<file path="src/rtl/tmds_channel_encoder_if.sv">
// Symbol bus between the HDMI packet/video mux and one TMDS channel encoder.
//   mode      : symbol type (0=CONTROL 1=VIDEO 2=VIDEO_GUARD 3=DI_GUARD 4=TERC4)
//   vd        : video byte
//   cd        : control bits {c1,c0}
//   td        : TERC4 nibble
//   tmds      : encoded 10-bit symbol, tmds[0] transmitted first
//   disparity : signed running disparity after the current tmds symbol
interface tmds_channel_encoder_if #(
    parameter int DISP_W = 5
);
    logic [2:0]        mode;
    logic [7:0]        vd;
    logic [1:0]        cd;
    logic [3:0]        td;
    logic [9:0]        tmds;
    logic [DISP_W-1:0] disparity;

    modport master (output mode, vd, cd, td, input tmds, disparity);
    modport slave  (input mode, vd, cd, td, output tmds, disparity);
endinterface

</file>
<file path="src/rtl/tmds_channel_encoder.sv">
// Two-stage TMDS channel encoder: DVI video, control, HDMI video/data-island
// guard bands and TERC4 data-island symbols.
//   clk   : pixel clock
//   rst_n : synchronous active-low reset
//   ce    : clock enable; all state (including disparity) holds when 0
//   bus   : symbol inputs and encoded tmds/disparity outputs
// Stage 1 does transition minimisation and counts ones of q_m; stage 2 does
// DC balancing and symbol selection.
module tmds_channel_encoder #(
    parameter int CHANNEL = 0,
    parameter int DISP_W  = 5
) (
    input  logic                  clk,
    input  logic                  rst_n,
    input  logic                  ce,
    tmds_channel_encoder_if.slave bus
);
    typedef enum logic [2:0] {
        M_CTRL   = 3'd0,
        M_VIDEO  = 3'd1,
        M_VGUARD = 3'd2,
        M_DGUARD = 3'd3,
        M_TERC4  = 3'd4
    } mode_e;

    localparam logic [9:0] CTRL_00 = 10'b1101010100;
    localparam logic [9:0] GB_HI   = 10'b1100110010;
    localparam logic [9:0] GB_LO   = 10'b0011001101;

    function automatic logic [9:0] ctrl_sym(input logic [1:0] c);
        case (c)
            2'b00:   ctrl_sym = 10'b1101010100;
            2'b01:   ctrl_sym = 10'b0010101011;
            2'b10:   ctrl_sym = 10'b0101010100;
            default: ctrl_sym = 10'b1010101011;
        endcase
    endfunction

    // Standard TERC4 table, written as tmds[9:0].
    function automatic logic [9:0] terc4(input logic [3:0] d);
        case (d)
            4'h0:    terc4 = 10'b0011100101;
            4'h1:    terc4 = 10'b1100011001;
            4'h2:    terc4 = 10'b0010011101;
            4'h3:    terc4 = 10'b0100011101;
            4'h4:    terc4 = 10'b1000111010;
            4'h5:    terc4 = 10'b0111100010;
            4'h6:    terc4 = 10'b0111000110;
            4'h7:    terc4 = 10'b0011110010;
            4'h8:    terc4 = 10'b0011001101;
            4'h9:    terc4 = 10'b1001110010;
            4'hA:    terc4 = 10'b0011100110;
            4'hB:    terc4 = 10'b0110001101;
            4'hC:    terc4 = 10'b0111000101;
            4'hD:    terc4 = 10'b1000111001;
            4'hE:    terc4 = 10'b1100011010;
            default: terc4 = 10'b1100001101;
        endcase
    endfunction

    // ---------------- stage 1 ----------------
    mode_e       mode_in;
    logic [3:0]  n1_vd;
    logic        use_xnor;
    logic [8:0]  qm;
    logic [3:0]  n1_qm;

    always_comb begin
        mode_in = (bus.mode > 3'd4) ? M_CTRL : mode_e'(bus.mode);
        n1_vd = '0;
        for (int i = 0; i < 8; i++) n1_vd = n1_vd + {3'b000, bus.vd[i]};
        use_xnor = (n1_vd > 4'd4) || ((n1_vd == 4'd4) && !bus.vd[0]);
        qm = '0;
        qm[0] = bus.vd[0];
        for (int i = 1; i < 8; i++)
            qm[i] = use_xnor ? ~(qm[i-1] ^ bus.vd[i]) : (qm[i-1] ^ bus.vd[i]);
        qm[8] = ~use_xnor;
        n1_qm = '0;
        for (int i = 0; i < 8; i++) n1_qm = n1_qm + {3'b000, qm[i]};
    end

    mode_e      s1_mode;
    logic [1:0] s1_cd;
    logic [3:0] s1_td;
    logic [8:0] s1_qm;
    logic [3:0] s1_n1;
    logic [3:0] s1_n0;

    // ---------------- stage 2 ----------------
    logic [9:0]               sym;
    logic signed [DISP_W-1:0] disp;
    logic [9:0]               sym_nx;
    logic signed [DISP_W-1:0] disp_nx;
    logic signed [DISP_W-1:0] d10;
    logic signed [DISP_W-1:0] two;
    logic                     disp_pos;
    logic                     disp_neg;

    always_comb begin
        sym_nx   = ctrl_sym(s1_cd);
        disp_nx  = '0;
        two      = $signed(DISP_W'(2));
        d10      = $signed({{(DISP_W-4){1'b0}}, s1_n1}) - $signed({{(DISP_W-4){1'b0}}, s1_n0});
        disp_neg = disp[DISP_W-1];
        disp_pos = !disp[DISP_W-1] && (disp != '0);
        case (s1_mode)
            M_VIDEO: begin
                if ((disp == '0) || (s1_n1 == s1_n0)) begin
                    sym_nx  = {~s1_qm[8], s1_qm[8], s1_qm[8] ? s1_qm[7:0] : ~s1_qm[7:0]};
                    disp_nx = s1_qm[8] ? disp + d10 : disp - d10;
                end else if ((disp_pos && (s1_n1 > s1_n0)) || (disp_neg && (s1_n0 > s1_n1))) begin
                    sym_nx  = {1'b1, s1_qm[8], ~s1_qm[7:0]};
                    disp_nx = disp - d10 + (s1_qm[8] ? two : '0);
                end else begin
                    sym_nx  = {1'b0, s1_qm[8], s1_qm[7:0]};
                    disp_nx = disp + d10 - (s1_qm[8] ? '0 : two);
                end
            end
            M_VGUARD: sym_nx = (CHANNEL == 1) ? GB_HI : GB_LO;
            M_DGUARD: sym_nx = (CHANNEL == 0) ? terc4({2'b11, s1_cd}) : GB_HI;
            M_TERC4:  sym_nx = terc4(s1_td);
            default:  sym_nx = ctrl_sym(s1_cd);
        endcase
    end

    always_ff @(posedge clk) begin
        if (!rst_n) begin
            s1_mode <= M_CTRL;
            s1_cd   <= '0;
            s1_td   <= '0;
            s1_qm   <= '0;
            s1_n1   <= '0;
            s1_n0   <= '0;
            sym     <= CTRL_00;
            disp    <= '0;
        end else if (ce) begin
            s1_mode <= mode_in;
            s1_cd   <= bus.cd;
            s1_td   <= bus.td;
            s1_qm   <= qm;
            s1_n1   <= n1_qm;
            s1_n0   <= 4'd8 - n1_qm;
            sym     <= sym_nx;
            disp    <= disp_nx;
        end
    end

    assign bus.tmds      = sym;
    assign bus.disparity = disp;
endmodule

</file>
<file path="src/flat_wrapper.sv">
// flat-port wrapper written by rule: the top's interface ports become plain ports
module tmds_channel_encoder_flat 
#(
    parameter int CHANNEL = 0,
    parameter int DISP_W  = 5
)
  (clk, rst_n, ce, bus_mode, bus_vd, bus_cd, bus_td, bus_tmds, bus_disparity);
  tmds_channel_encoder_if #(.DISP_W(DISP_W)) bus_i ();
  input  logic clk;
  input  logic rst_n;
  input  logic ce;
  input wire logic [$bits(bus_i.mode)-1:0] bus_mode;
  input wire logic [$bits(bus_i.vd)-1:0] bus_vd;
  input wire logic [$bits(bus_i.cd)-1:0] bus_cd;
  input wire logic [$bits(bus_i.td)-1:0] bus_td;
  output wire logic [$bits(bus_i.tmds)-1:0] bus_tmds;
  output wire logic [$bits(bus_i.disparity)-1:0] bus_disparity;
  assign bus_i.mode = bus_mode;
  assign bus_i.vd = bus_vd;
  assign bus_i.cd = bus_cd;
  assign bus_i.td = bus_td;
  assign bus_tmds = bus_i.tmds;
  assign bus_disparity = bus_i.disparity;
  tmds_channel_encoder #(.CHANNEL(CHANNEL), .DISP_W(DISP_W)) u_core (.clk(clk), .rst_n(rst_n), .ce(ce), .bus(bus_i));
endmodule
</file>
<file path="config.mk">
export PLATFORM = sky130hd
export DESIGN_NAME = tmds_channel_encoder_flat
export DESIGN_NICKNAME = d
export VERILOG_FILES = /design/src/rtl/tmds_channel_encoder_if.sv /design/src/rtl/tmds_channel_encoder.sv /design/src/flat_wrapper.sv
export SDC_FILE = /design/constraint.sdc
export NUM_CORES = 1
export LEC_CHECK = 0
export CAP_MARGIN = 20
export CORE_MARGIN = 8
export CORE_UTILIZATION = 31
export DETAILED_ROUTE_END_ITERATION = 10
export PLACE_DENSITY = 0.51
export REMOVE_ABC_BUFFERS = 1
export SLEW_MARGIN = 20
export SYNTH_ARGS = -nofsm -noshare
export SYNTH_HDL_FRONTEND = slang
export SYNTH_SLANG_ARGS = --single-unit
</file>
<file path="constraint.sdc">
create_clock -name clk -period 6.8 [get_ports clk]
set_input_delay 0.68 -clock clk [delete_from_list [all_inputs] [get_ports clk]]
set_output_delay 0.68 -clock clk [all_outputs]
set_load 0.01 [all_outputs]
</file>
-- Word level (Yosys, flattened, before mapping)
Memories as Yosys holds them, arrays and structs flattened. A register that Yosys moved wholly into a read port is not among the register bits.
Index checks and enable logic that the tools add are counted.
- memories kept: 1
- memory bits (read-only): 160
- bits of input ports: 20
- flip-flop bits (word level): 41
- multiplexer cells: 22
- order comparisons: 4
- $add $sub $neg: 22
- bitwise logic cells: 17
- reductions and logical operators: 12
- eq/ne operators: 8
- memory list (memory ; words ; width ; rd ports ; clocked after memory_dff ; wr ports ; line ; source):
    (name not given) ; 16 ; 10 ; 1 ; 1 ; 0 ; tmds_channel_encoder.sv:41 ; case (d)
- operator list (cell ; count):
    10-bit case mux with 3 select lines ; 2
    4-bit by 1-bit adder with 4-bit output ; 12
    10-bit case mux with 4 select lines ; 1
    10-bit two-way mux ; 2
    5-bit two-way mux ; 4
    5-bit adder ; 3
    5-bit subtractor ; 3
    1-bit inverter ; 9
    4-bit > comparator ; 2
    4-bit two-way mux ; 2
    8-bit two-way mux ; 1
    8-bit inverter ; 1
    1-bit two-way mux ; 7
    1-bit XOR ; 7
    3-bit by 2-bit equality test with 1-bit output (second input constant) ; 2
    5-bit zero test ; 1
    5-bit nonzero test ; 1
    4-bit by 4-bit subtractor with 5-bit output ; 1
    1-bit by 1-bit adder with 2-bit output ; 2
    4-bit by 3-bit equality test with 1-bit output (second input constant) ; 1
    4-bit equality test ; 1
    4-bit by 3-bit > comparator with 1-bit output (second input constant) ; 1
    1-bit logical AND ; 4
    2-bit two-way mux ; 2
    other kinds (10) ; 13

-- Depth between registers and ports, before layout
- word-level depth: 31
- mapped depth: 22

-- Least setup slack after synthesis
Ideal clock, no wire load.
- kind: input -> register
- from: input port bus_vd[0]
- to: register u_core.s1_n0[2]
- required time: 6684 ps
- path slack: 396 ps
- setup time: 116 ps
- arrival time: 6288 ps
- stages: 22
- path buffers: 0
- cells stage by stage: ha_1 inv_1 fa_1 fa_1 inv_1 fa_1 fa_1 or3b_4 a22oi_4 xnor2_1 ha_1 inv_1 fa_1 inv_1 fa_1 fa_1 fa_1 inv_1 ha_1 xnor2_1 nand2_1 o211a_1
- cells in the longest elaborated chain, start to end: 31
- ends and longest elaborated chain (item ; line ; source):
    from (decl) ; flat_wrapper.sv:13 ; input wire logic [$bits(bus_i.vd)-1:0] bus_vd;
    parallel branches: the longest is 10 deep, another holds 4-bit by 1-bit adder with 4-bit output ; -- ;
    1-bit two-way mux (*) ; tmds_channel_encoder.sv:76 ; qm[i] = use_xnor ? ~(qm[i-1] ^ bus.vd[i]) : (qm[i-1] ^ bus.vd[i]);
    via u_core.qm[1] ; tmds_channel_encoder.sv:65 ; logic [8:0] qm;
    parallel branches: the longest is 18 deep, another holds 4-bit by 1-bit adder with 4-bit output ; -- ;
    4-bit by 1-bit adder with 4-bit output (*) ; tmds_channel_encoder.sv:79 ; for (int i = 0; i < 8; i++) n1_qm = n1_qm + {3'b000, qm[i]};
    via u_core.n1_qm[1] ; tmds_channel_encoder.sv:66 ; logic [3:0] n1_qm;
    4-bit subtractor (*) ; tmds_channel_encoder.sv:142 ; s1_n0 <= 4'd8 - n1_qm;
    to (signal assigned) ; tmds_channel_encoder.sv:142 ;
    to (decl) ; tmds_channel_encoder.sv:87 ; logic [3:0] s1_n0;
Mark *: on every way through the listed nets, which the timed path passes.
A chain may end at the register's enable or synchronous reset.

-- Worst setup path in the final report
Same ends and word-level chain as after synthesis.

==> metrics.cfg <==
[clock_tree]
cts_buffers=5
cts_setup_buffers=0
postCtsHoldBufs=0
worst_skew_pair.late_latency_ns=0.29
clock_sink_count=49
cts_max_level=2
cts_tree=yes
path_clk_slew_ns=0.07
root_buffer=clkbuf_16
clockBufferDepth=2

[placed_design]
placed_area_um2=4230
place_hpwl_mm=6.43
gp_congestion=0.795
port_buffers=34

[synth]
synth_top_area_frac=0.265
synth_xor_area_frac=0.0868
synth_mux_area_frac=0.0702
ys_types=56
async_reset_ff_frac=0
postSynthCellCount=411
synth_edf_count=0
synth_area_um2=3700
yosysTopAreaCell=dfxtp_1
ys_top_cells_by_count=49 x dfxtp_1, 46 x inv_1, 40 x ha_1
synth_seq_area_share=0.265
yosys.area_share.adder=0.205
yosysWarningCount=0
synth_compound_area_frac=0.168
synth-simple-area-share=0.141
netlist_top_cells_area=dfxtp_1 26%, ha_1 14%, fa_1 7.0%
avgSynthCellArea_um2=9.01
synth_top_family_by_area=adder cells
synthFlopType=dfxtp_1
ys_seq_elements=49
synth_most_common_cell=dfxtp_1

[global_routing]
grt_max_degree=49
grtUsageTotal=0.107
antenna_found_initial=0
grt_pass1_vias=2960
overflow=0
grt_pass1_wl_mm=14.1

[timing]
max_freq_mhz=153
whs_ns=0.483
fin_worst_skew_ns=0.00735
tightestPinTransition_ns=0.601
rsz0062_at_grt=false
setup_violations=0
maxSlewHeadroom=0.595
fin_crit_sh=0.959
layout_min_cycle_time_ns=6.52
drv_slew=0
hold_viol=0

[floorplan]
design.core.area_um2=11900
die_area_um2=15700
fp.dieH_um=125
ios=35
die_w_um=125
fp-row-count=40
initial_core_util=0.312

[worst_setup_path]
crit_chain=clkdlybuf4s50_1 -> ha_1 -> inv_1 -> fa_1 -> fa_1 -> inv_1 -> fa_2 -> fa_1 -> or3b_4 -> a22oi_4 -> xnor2_1 -> ha_1 -> inv_1 -> fa_1 -> inv_1 -> fa_1 -> fa_2 -> fa_1 -> inv_1 -> ha_1 -> xnor2_1 -> nand2_1 -> o211a_1
crit_required_ns=6.99
crit_fanout=2
cpPeakStageDelay_ns=0.50
crit_path_frequent_cell=fa_1
critPathLaunchType=primary input
crit_arrival_ns=6.70
endpoint_kind=register
path_class=in -> reg
critPathSlowestCell=fa_1

[drt]
drt_iter0_drc=159
avgViaCountPerCell=4.88
ant_nets=0
via_count=2893
drtPass1Iterations=4
drc=0
wire_per_inst_um=13.8
routed_wl_mm=8.21

[hold_path]
hp-class=reg -> reg

[layout]
post-route-cell-area_um2=4390
nets=518
drive_gt1_frac=0.0852
diodes=0
area_growth_pct=18.6
fill_cells=1226

[power_and_ir_drop]
power_density_nw_per_um2=409
power_w=0.00180
leakagePower_nw=1.92
ir_drop_v=0.000189

[status]
status=completed

[flow_run]
maxCapViolations=0

[through the flow]
stage                     TNS (ns)  utilization  cells  setup slack (ns)
after global placement     -0.0644        0.356    585           -0.0644
after floorplan                  0            -    395             0.409
final                            0        0.370    593             0.282
after detailed placement    -0.490        0.356    585            -0.180
after global routing             0        0.370    593            0.0114
after CTS                        0        0.369    593             0.127
[cell usage in the layout (no fill, tap or decap), types with 3 or more instances in the layout]
cell             count
nand3_1              3
and3_1               3
o21ai_0             21
mux2_2               6
a21oi_1             19
clkbuf_16            5
xnor2_1             16
clkdlybuf4s50_1     33
a21o_1               4
inv_1               46
fa_1                11
mux2i_1             17
xor2_1              16
a221oi_1            10
nor2_1              21
o211ai_1             6
o21a_1               3
nor2b_1             15
buf_4                9
a211oi_1             4
nand3b_1             3
nand2_1             34
o211a_1              3
nand2b_1             3
o22ai_1              3
and2_1               4
ha_1                40
dfxtp_1             49
[what timing repair did]
action | CTS | global route
gates resized for setup | 0 | 3
setup endpoints to repair | 0 | 4
endpoints found under the hold margin | 0 | 0
[cells by family (layout without fill, tap and decap cells)]
group                    after synthesis  count (layout)
AND/OR/NAND/NOR                      100             100
buffers and inverters                 62              97
adder cells (fa/ha/maj)               53              53
XOR/XNOR                              35              35
flip-flops                            49              49
multiplexers                          24              24
AO/OA/AOI/OAI                         88              88
[worst paths after layout]
| path | start | end | slack, ns | depth (start not counted) |
|---|---|---|---|---|
| setup / recovery | bus_vd[0] | u_core.s1_n0[2]$_SDFFE_PN0P_ | 0.28 | 23 |
| setup reg to reg | u_core.s1_n0[1]$_SDFFE_PN0P_ | u_core.bus.disparity[4]$_SDFFE_PN0P_ | 3.41 | 14 |
| hold / removal | u_core.bus.tmds[8]$_SDFFE_PN1P_ | u_core.bus.tmds[8]$_SDFFE_PN1P_ | 0.48 | 2 |
| hold reg to reg | u_core.bus.tmds[8]$_SDFFE_PN1P_ | u_core.bus.tmds[8]$_SDFFE_PN1P_ | 0.48 | 2 |
[critical path, delay by kind of cell]
kind,cells,cell delay [ns]
xor+xnor,2,0.24
simple gates,2,0.48
compound gates,2,0.27
fa+ha+maj,11,4.34
buf+inv,6,0.69
[layer usage]
metal  track usage  part of all wire  wire, µm
met5             0                 0         0
met4        0.0365             0.015       123
met3        0.0212             0.037       306
met2         0.181              0.47      3880
met1         0.133              0.48      3910
[final cells by class]
cell class	count	area (µm²)	area share
multi-input cells	300	2500	0.569
flip-flops and latches	49	981	0.223
repair buffers	43	403	0.0917
well taps	147	184	0.0419
inverters	46	173	0.0393
clock buffers	6	139	0.0316
clock inverters	2	16.3	0.00370
[power breakdown]
part           internal (W)  switching, W
combinational      0.000566      0.000622
clock              0.000148      0.000111
sequential         0.000326     0.0000261
Note: power is estimated with default switching activity, not from simulation.
==> edit: new RTL, config.mk and constraints unchanged <==
`DISP_W` is set to 5 in 3 places; all go to 10.
--- a/src/rtl/tmds_channel_encoder_if.sv
+++ b/src/rtl/tmds_channel_encoder_if.sv
@@ -6,7 +6,7 @@
 //   tmds      : encoded 10-bit symbol, tmds[0] transmitted first
 //   disparity : signed running disparity after the current tmds symbol
 interface tmds_channel_encoder_if #(
-    parameter int DISP_W = 5
+    parameter int DISP_W = 10
 );
     logic [2:0]        mode;
     logic [7:0]        vd;
--- a/src/rtl/tmds_channel_encoder.sv
+++ b/src/rtl/tmds_channel_encoder.sv
@@ -8,7 +8,7 @@
 // DC balancing and symbol selection.
 module tmds_channel_encoder #(
     parameter int CHANNEL = 0,
-    parameter int DISP_W  = 5
+    parameter int DISP_W  = 10
 ) (
     input  logic                  clk,
     input  logic                  rst_n,
--- a/src/flat_wrapper.sv
+++ b/src/flat_wrapper.sv
@@ -2,7 +2,7 @@
 module tmds_channel_encoder_flat 
 #(
     parameter int CHANNEL = 0,
-    parameter int DISP_W  = 5
+    parameter int DISP_W  = 10
 )
   (clk, rst_n, ce, bus_mode, bus_vd, bus_cd, bus_td, bus_tmds, bus_disparity);
   tmds_channel_encoder_if #(.DISP_W(DISP_W)) bus_i ();
Interface: changed (resized bus_disparity); port bits go from 35 to 40. No check against the original RTL was run, so the function may have changed too.
==> edit against the original RTL <==
- worst setup slack got worse by 27 ps
- fmax fell by 0.41%
- final cell count up 40%
- via count increased by 42%
- clock skew fell by 0.67 ps
- sequential power rose by 11%
- sequential cell count rose by 5
- highest routed layer unchanged
- final area up 30%
- routed wire length is 50% higher
- power up 69%
- area after synthesis increased by 32%
- critical path depth grew 1
- combinational power rose by 99%
- critical path type unchanged
==> edit: results (changes against the original RTL) <==
[status]
outcome=complete, no violations

[finish]
n_fill_cell=1642  ; +34%
drive_above_1_share_pct=7.026  ; -1.5 points
fin_nets=710  ; +37%

[setup_path]
startpoint=bus_vd[0]
path_max_fanout=3  ; +1
cp.arrival_ps=6790  ; +90 ps
r2r_start=u_core.s1_n0[2]$_SDFFE_PN0P_

[yosys]
synth.area.mux_share_pct=4.241  ; -2.8 points
synth_compound_area_share_pct=21.31  ; +4.6 points
synth_common_cells=ha_1 (66), inv_1 (62), dfxtp_1 (54), nor2_1 (35)
seq_area_frac_synth_pct=22.07  ; -4.4 points
post_synth_xor_area_fraction_pct=8.074  ; -0.61 points
yosysUniqueCellTypes=70  ; +25%
netlist_top_cells_area=dfxtp_1 (22%), ha_1 (17%), xnor2_1 (5.4%)
synthAdderAreaFrac_pct=22.18  ; +1.6 points

[detailed_routing]
vias_per_cell=4.947  ; +1.4%
drt_iter0_drc=185  ; +16%
wl_um=12300  ; +50%

[global_route]
use_met3_pct=2.083  ; -0.042 points
grtUsageMet2_pct=22.21  ; +4.1 points
grtUsageTotal_pct=12.40  ; +1.7 points
grt_util_met1_pct=14.92  ; +1.6 points
grt_pass1_vias=4129  ; +39%

[power_and_ir_drop]
power_leakage_nw=2.506  ; +30%
irDropWorstVdd_v=0.0002402  ; +27%

[placed_design]
gp_congestion=0.8503  ; +7.0%
hpwlAfterDp_um=9686  ; +51%
numPortBuffers=39  ; +15%

[timing]
worstMarginPinSlew_ps=1010  ; +409.7 ps
finalClockSkew_ps=6.679  ; -0.6669 ps

[min_path]
hold_class=reg2reg
hp-start=u_core.s1_n0[3]$_SDFFE_PN0P_

## edit: cell types whose count changed in the layout (fill, tap and decap cells not counted), moves of 8 or more
cell,delta
nand3_1,+9
ha_1,+26
inv_2,+8
inv_1,+16
o21ai_1,+20
nor3_1,+8
o21a_1,+11
xnor2_1,+13
nor2_1,+14
## edit: final cells by class
type	instances	area (um^2)	share of cell area (%)
Tap cell	216	270.3	4.729
Inverter	70	262.8	4.597
Sequential cell	54	1081	18.91
Clock buffer	5	125.1	2.189
Multi-Input combinational cell	432	3495	61.14
Timing Repair Buffer	48	452.9	7.925
Clock inverter	3	28.78	0.5035
## edit: report_power, final
group,switching [mW],internal [mW],total [mW]
combinational,1.28,1.09,2.37
sequential,0.0331,0.358,0.391
clock,0.135,0.141,0.276
## edit: timing repair
action / in CTS / in global routing
gates resized for setup: 0 / 4
setup endpoints to repair: 0 / 3
buffers inserted: 0 / 1
## edit: path summary, 6_finish.rpt
kind         cells after the start                                   end  slack [ps]
max                             24          u_core.s1_n0[2]$_SDFFE_PN0P_         250
min                              1          u_core.s1_n0[3]$_SDFFE_PN0P_         480
max reg2reg                     14  u_core.bus.disparity[9]$_SDFFE_PN0P_        2870
min reg2reg                      1          u_core.s1_n0[3]$_SDFFE_PN0P_         480
## edit: worst register-to-register path, stage by stage, from the launching register on
cell and delay, ps:
dfxtp_1 340, inv_1 50, ha_1 360, nor2b_1 190, o22ai_1 480, inv_1 420
ha_1 400, inv_1 50, ha_1 370, and3_1 210, a21oi_1 170, a31oi_1 120
or3_1 360, a31oi_1 170, a22oi_1 120
## edit: cell families (layout without fill, tap and decap cells)
group           after synthesis  count (layout)
compound gates              148             148
xor+xnor                     42              42
fa+ha+maj                    79              79
buf+inv                      88             126
flops                        54              54
mux                          19              19
simple gates                144             144
## edit: per-stage QoR
stage / TNS, ps / cell area [um^2] / setup slack, ps / cells
finish: 0 / 5715 / 254.9 / 828
global route: -32.37 / 5715 / -32.37 / 828
CTS: 0 / 5692 / 112.6 / 827
detailed placement: -465.7 / 5538 / -188.9 / 819
global placement: -37.84 / 5538 / -24.81 / 819
floorplan: 0 / 4822 / 472.9 / 556
## edit: layer usage
metal  wire, um  part of all wire (%)
met1       5583                    45
met2       6150                    50
met3        411                   3.3
met4        152                   1.2
met5          0                     0
